## config.mk

```make
export PLATFORM = sky130hd
export DESIGN_NAME = wave_bank_scheduler
export DESIGN_NICKNAME = d
export VERILOG_FILES = /design/src/rtl/wave_bank_scheduler.sv
export SDC_FILE = /design/constraint.sdc
export NUM_CORES = 1
export LEC_CHECK = 0
export CAP_MARGIN = 5
export CORE_ASPECT_RATIO = 1.75
export CORE_MARGIN = 2
export CORE_UTILIZATION = 37
export CTS_CLUSTER_SIZE = 14
export DETAILED_ROUTE_END_ITERATION = 16
export GPL_TIMING_DRIVEN = 1
export HOLD_SLACK_MARGIN = 0.15
export PLACE_DENSITY_LB_ADDON = 0.12
export SYNTH_ARGS = -nofsm -noshare
export SYNTH_HDL_FRONTEND = slang
export SYNTH_SLANG_ARGS = --single-unit
```

## constraint.sdc

```tcl
create_clock -name clk -period 1.35 [get_ports clk]
set_input_delay 0.27 -clock clk [delete_from_list [all_inputs] [get_ports clk]]
set_output_delay 0.27 -clock clk [all_outputs]
set_load 0.02 [all_outputs]
```

## src/rtl/wave_bank_scheduler.sv

```systemverilog
// Double-buffered waveform capture scheduler: one bank fills while the display
// reads the other, sharing a single-port RAM; banks swap at vertical blank.
module wave_bank_scheduler #(
    parameter int STARVE_LIMIT = 4
) (
    input  logic       clk,
    input  logic       reset,
    input  logic       wr_req,
    input  logic [7:0] wr_addr,
    input  logic [7:0] wr_data,
    input  logic       rd_req,
    input  logic [7:0] rd_addr,
    input  logic       frame_start,
    input  logic [7:0] ram_rdata,
    output logic [8:0] ram_addr,
    output logic       ram_we,
    output logic [7:0] ram_wdata,
    output logic [7:0] rd_data,
    output logic       rd_valid,
    output logic       rd_stall,
    output logic       cap_arm,
    output logic       read_bank,
    output logic       swap_pulse,
    output logic       wr_drop
);

    localparam int SW = $clog2(STARVE_LIMIT + 1);
    localparam logic [SW-1:0] LIMIT = SW'(STARVE_LIMIT);

    typedef enum logic [1:0] {FILL, FULL, SWAP} state_t;

    state_t        state_q, state_d;
    logic          hold_valid_q, hold_valid_d;
    logic [7:0]    hold_addr_q, hold_addr_d;
    logic [7:0]    hold_data_q, hold_data_d;
    logic [7:0]    wr_cnt_q, wr_cnt_d;
    logic [SW-1:0] starve_q, starve_d;
    logic          read_bank_q, read_bank_d;
    logic          wr_drop_q, wr_drop_d;
    logic          rd_valid_q, rd_valid_d;
    logic          wr_grant, rd_grant;

    // NOTE: every signal assigned in always_comb gets a default first, so no
    // path leaves it unassigned and no latch is inferred.
    always_comb begin
        state_d      = state_q;
        hold_valid_d = hold_valid_q;
        hold_addr_d  = hold_addr_q;
        hold_data_d  = hold_data_q;
        wr_cnt_d     = wr_cnt_q;
        starve_d     = starve_q;
        read_bank_d  = read_bank_q;
        wr_drop_d    = wr_drop_q;
        ram_we       = 1'b0;
        ram_addr     = {read_bank_q, 8'h00};
        ram_wdata    = 8'h00;

        // A held write wins unless it has already starved a pending read.
        wr_grant   = hold_valid_q && ((starve_q < LIMIT) || !rd_req);
        rd_grant   = rd_req && !wr_grant;
        rd_valid_d = rd_grant;

        if (wr_grant) begin
            ram_we       = 1'b1;
            ram_addr     = {~read_bank_q, hold_addr_q};
            ram_wdata    = hold_data_q;
            hold_valid_d = 1'b0;
            wr_cnt_d     = wr_cnt_q + 8'd1;
        end else if (rd_grant) begin
            ram_addr = {read_bank_q, rd_addr};
        end

        if (!rd_req || rd_grant) begin
            starve_d = '0;
        end else if (wr_grant && (starve_q != LIMIT)) begin
            starve_d = starve_q + 1'b1;
        end

        if (wr_req) begin
            if ((state_q == FILL) && (!hold_valid_q || wr_grant)) begin
                hold_valid_d = 1'b1;
                hold_addr_d  = wr_addr;
                hold_data_d  = wr_data;
            end else begin
                wr_drop_d = 1'b1;
            end
        end

        case (state_q)
            FILL: if (wr_grant && (wr_cnt_q == 8'hFF)) state_d = FULL;
            FULL: if (frame_start) state_d = SWAP;
            SWAP: begin
                state_d     = FILL;
                read_bank_d = ~read_bank_q;
                wr_cnt_d    = 8'h00;
            end
            default: state_d = FILL;
        endcase
    end

    // NOTE: state registers use non-blocking assignments so every flop samples
    // the pre-edge values regardless of statement order.
    always_ff @(posedge clk or posedge reset) begin
        if (reset) begin
            state_q      <= FILL;
            hold_valid_q <= 1'b0;
            hold_addr_q  <= 8'h00;
            hold_data_q  <= 8'h00;
            wr_cnt_q     <= 8'h00;
            starve_q     <= '0;
            read_bank_q  <= 1'b0;
            wr_drop_q    <= 1'b0;
            rd_valid_q   <= 1'b0;
        end else begin
            state_q      <= state_d;
            hold_valid_q <= hold_valid_d;
            hold_addr_q  <= hold_addr_d;
            hold_data_q  <= hold_data_d;
            wr_cnt_q     <= wr_cnt_d;
            starve_q     <= starve_d;
            read_bank_q  <= read_bank_d;
            wr_drop_q    <= wr_drop_d;
            rd_valid_q   <= rd_valid_d;
        end
    end

    assign rd_data    = ram_rdata;
    assign rd_valid   = rd_valid_q;
    assign rd_stall   = rd_req & ~rd_grant;
    assign cap_arm    = (state_q == FILL);
    assign swap_pulse = (state_q == SWAP);
    assign read_bank  = read_bank_q;
    assign wr_drop    = wr_drop_q;

endmodule

```

# Word-level counts from Yosys, hierarchy flattened
# Cells that the tools add are included.
[totals] regBits=33 output_inout_bits=32
[classes] add_sub_neg=2 magnitude_cmp=1 eq_ne=6 n_mux=14 n_bitwise=4 n_reduce_logical=17
[ops] cell="$mux W8" count=4
[ops] cell="$mux W9" count=1
[ops] cell="$add A8 B1 Y8 const B" count=1
[ops] cell="$eq A8 B8 Y1 const B" count=1
[ops] cell="$mux W3" count=2
[ops] cell="$reduce_and A2 Y1" count=3
[ops] cell="$logic_and A1 B1 Y1" count=5
[ops] cell="$mux W1" count=4
[ops] cell="$mux W2" count=2
[ops] cell="$pmux W2 S2" count=1
[ops] cell="$reduce_bool A2 Y1" count=2
[ops] cell="$add A3 B1 Y3 const B" count=1
[ops] cell="$logic_not A1 Y1" count=3
[ops] cell="$logic_or A1 B1 Y1" count=3
[ops] cell="$lt A3 B3 Y1 const B" count=1
[ops] cell="$ne A3 B3 Y1 const B" count=1
[ops] cell="$not A1 Y1" count=3
[ops] cell="$eq A2 B1 Y1 const B" count=1
[ops] cell="$eq A2 B2 Y1 const B" count=1
[ops] cell="$logic_not A2 Y1" count=1
[ops] cell="$ne A2 B1 Y1 const B" count=1
[ops] cell="$ne A2 B2 Y1 const B" count=1
[ops] cell="$and A1 B1 Y1" count=1

# Depth between registers and ports, before layout
[logic_depth] depth_word=7 depth_mapped=5 mapped_depth_nobuf=4

# Least setup slack after synthesis
# OpenSTA, ideal clock, no wires.
[synth_timing] path_kind="register -> output" startpoint="register hold_valid_q" endpoint="output ram_wdata[0]" arrival_ns=1.268 required_ns=1.080 setup_slack_ns=-0.188 path_stages_with_launch=5 n_path_buf=1 cell_sequence="dfrtp_1 > a21bo_2 > clkinv_1 > buf_2 > and2_1"
[synth_between] elab_chain_cells=2
[synth_lines] item="from (decl)" line="33" rtl="logic hold_valid_q, hold_valid_d;"
[synth_lines] item="from (signal assigned)" line="116" rtl="hold_valid_q <= hold_valid_d;"
[synth_lines] item="$logic_and A1 B1 Y1" line="59" rtl="wr_grant = hold_valid_q && ((starve_q < LIMIT) || !rd_req);"
[synth_lines] item="$mux W8" line="63" rtl="if (wr_grant) begin"
[synth_lines] item="to (decl)" line="17" rtl="output logic [7:0] ram_wdata,"
# Every way passes these cells.

# Worst setup path after layout
[layout_timing] startpoint="register hold_valid_q" endpoint="output ram_addr[7]"
[layout_between] elab_chain_cells=5
[layout_lines] item="$logic_and A1 B1 Y1 (*)" line="59"
[layout_lines] item="$logic_not A1 Y1" line="60" rtl="rd_grant = rd_req && !wr_grant;"
[layout_lines] item="$logic_and A1 B1 Y1" line="60"
[layout_lines] item="$mux W8" line="69" rtl="end else if (rd_grant) begin"
[layout_lines] item="$mux W9 (*)" line="63"
[layout_lines] item="to (decl)" line="15" rtl="output logic [8:0] ram_addr,"
# Mark *: on every way between the ends. The rest lies on a longest branch, timed or not.

==> flow_summary.yaml <==
grt:
  grt_start_max_net_pins: 34
  overflow: 0
  first_global_vias: 1453
  grtUsageTotal_pct: 18.7
  grt_pass1_wl_um: 6590
  antenna_found_initial: 0
worst_setup_path:
  cp-start-kind: "flop"
  crit_family: "compound AO/OA/AOI/OAI gates"
  cp.arrival_ns: 1.43
  path_max_fanout: 9
  required_ns: 1.08
  path_cells: "a21bo_4 -> clkinv_8 -> a22o_1 -> buf_6"
  critPathMaxStageDelay_ns: 0.40
  slowest_stage: "dfrtp_1"
  cp-end-kind: "primary output"
  cp_num_buf_inv: 2
  crit_type: "reg -> out"
yosys:
  synth_edf_count: 0
  netlist_area_um2: 1570
  synth_seq_cells: 33
  syn_area_per_cell_um2: 11.5
  syn-instance-count: 136
  async_flop_share_pct: 100
  synthFlopType: "dfrtp_1"
  synth_cell_type_count: 28
  syn_nets: 176
  synth_warnings: 0
  yosysTopAreaCellShare_pct: 52.7
  yosysTopAreaCell: "dfrtp_1"
  yosys-top-cells-area: "dfrtp_1 53%, mux2_2 11%, a22o_1 4.5%"
  synth-seq-area-share_pct: 52.7
die:
  start_util_pct: 38.1
  die_h_um: 90.1
  dieArea_um2: 4790
  coreArea_um2: 4110
  io_pins: 69
  core.rowCount: 31
  fp.dieW_um: 53.2
timing:
  period_share_pct: 126
  period_minus_slack_ns: 1.70
  tightest_slew_ns: 0.295
  fmaxAchievable_ghz: 0.588
  holdWs_ns: 0.334
  hold_viol: 0
  max-slew-margin-rel_pct: 80.2
  setup_slack_ns: -0.349
  slew_violations: 0
  grt_setup_unrepaired: "yes"
  finalSetupViolCount: 44
  final.setup_skew_ns: 0.00825
power_and_ir_drop:
  vdd_drop_max_uv: 910
  leakagePower_nw: 1.23
  p_per_area_nw_per_um2: 1130
routing:
  dr.pass1.iters: 4
  route.vias.total: 1358
  wl_met1_um: 1520
  wl_met2_um: 2390
  met3_length_um: 173
  postRouteAntennaNets: 0
  drc: 0
  wl_per_cell_um: 15.4
  drt-vias-per-instance: 5.05
  drtIter0Drc: 17
  routed_wl_um: 4150
  top_layer: "met4"
placement:
  portBuffers: 52
  dp.final_hpwl_um: 2660
  place.gp.congestion: 0.752
  placed_area_um2: 2290
cells_and_area:
  final_common_cell: "dfrtp_1"
  layout.nets: 259
  layout-drive-gt1-share_pct: 51.4
  final_cell_mix: "32 x dfrtp_1, 29 x buf_6, 27 x clkdlybuf4s50_1"
  n_fill_cell: 326
  area_growth_pct: 73.3
  fin_area_um2: 2720
  antenna_cells: 0
cts:
  cts.clk_slew.worst_paths_ns: 0.07
  clk_path_buf_depth: 2
  cts_max_level: 2
  cts_hold_buf: 0
  numCtsBuffers: 5
  clock-sinks: 33
  ctsRootBufferMaster: "clkbuf_8"
  cts_tree: "built"
  clk_latency_ns: 0.29
job:
  cap_violations: 0
status:
  failed_checks: "negative setup slack"
  status: "finished with violations"
worst_hold_path:
  hold_path.class: "in -> async"
-- per-stage QoR --
step | instances | total power, mW | setup WS [ns] | TNS, ns | utilization, %
after floorplan | 136 | 1.63 | -0.0107 | -0.0860 | -
after global placement | 246 | 1.93 | -0.802 | -27.24 | 55.8
after detailed placement | 246 | 1.97 | -0.809 | -27.35 | 55.8
after CTS | 263 | 3.00 | -0.358 | -7.57 | 62.7
after global routing | 269 | 3.21 | -0.416 | -9.88 | 66.1
final | 269 | 3.06 | -0.349 | -7.62 | 66.1
-- cell usage after synthesis, types with 2 or more instances --
library cell,n
dfrtp_1,33
mux2_2,16
and2_1,11
a22o_1,8
buf_4,8
nand2_1,8
a21oi_1,7
inv_1,5
nand3_1,4
o31ai_1,4
buf_2,3
ha_1,3
o21ai_0,3
or3_1,3
or4_1,3
xnor2_1,3
clkinv_1,2
nor2_1,2
-- cell type report --
| type | count | area (µm²) | area share (%) |
|---|---|---|---|
| timing repair buffer | 85 | 861 | 31.7 |
| sequential | 33 | 827 | 30.4 |
| multi-input combinational | 86 | 798 | 29.4 |
| clock buffer | 7 | 86.3 | 3.18 |
| tap | 49 | 61.3 | 2.26 |
| inverter | 7 | 43.8 | 1.61 |
| clock inverter | 1 | 30.0 | 1.11 |
| timing repair inverter | 1 | 8.76 | 0.322 |
-- timing repair --
action,CTS,global route
gates resized for setup,136,36
setup endpoints to repair,47,46
pin swaps,13,5
buffers inserted,7,6
gates cloned,2,1
-- metal layers --
metal	up-vias	GRT usage (%)
met5	-	0
met2	35	32.6
met4	0	7.69
li1	640	-
met3	7	4.98
met1	676	20.1
-- worst reg2reg max path, cell delays in order, from the launching register on --
cell and delay (ns):
dfrtp_1 0.42, a21bo_4 0.28, buf_6 0.14, buf_6 0.11, buf_12 0.12, or3_4 0.36, a21oi_2 0.14
-- path summary, 6_finish.rpt --
| kind | start | to | slack, ns | cells past startpoint |
|---|---|---|---|---|
| min in group clk | wr_drop$_DFFE_PP0P_ | wr_drop$_DFFE_PP0P_ | 0.46 | 1 |
| worst max-delay path | hold_valid_q$_DFF_PP0_ | ram_addr[7] | -0.35 | 4 |
| worst min-delay path | reset | wr_cnt_q[0]$_DFFE_PP0P_ | 0.33 | 3 |
| max in group asynchronous | reset | hold_addr_q[1]$_DFFE_PP0P_ | 0.83 | 3 |
| worst max register to register | starve_q[2]$_DFFE_PP0P_ | wr_cnt_q[3]$_DFFE_PP0P_ | -0.29 | 6 |
| worst min register to register | wr_drop$_DFFE_PP0P_ | wr_drop$_DFFE_PP0P_ | 0.46 | 1 |
-- state kept, by name, indices dropped and copies added, names as in the netlist --
signal / cells
read_bank: 1
hold_valid_q: 1
wr_drop: 1
starve_q: 3
hold_data_q: 8
state_q: 2
rd_valid: 1
wr_cnt_q: 8
hold_addr_q: 8
-- cell families after synthesis --
kind of cell | synth area share (%)
compound gates | 11.2
flops | 52.7
mux | 11.5
buf+inv | 6.46
xor+xnor | 1.68
simple gates | 14.1
fa+ha+maj | 2.39
-- power by group --
group          internal (mW)  switching [mW]  leakage [nW]  total, mW
clock network          0.602           0.362        0.0585      0.964
logic                  0.489           0.368         0.768      0.857
registers               1.13           0.112         0.407       1.24
(Power assumes the default switching activity.)
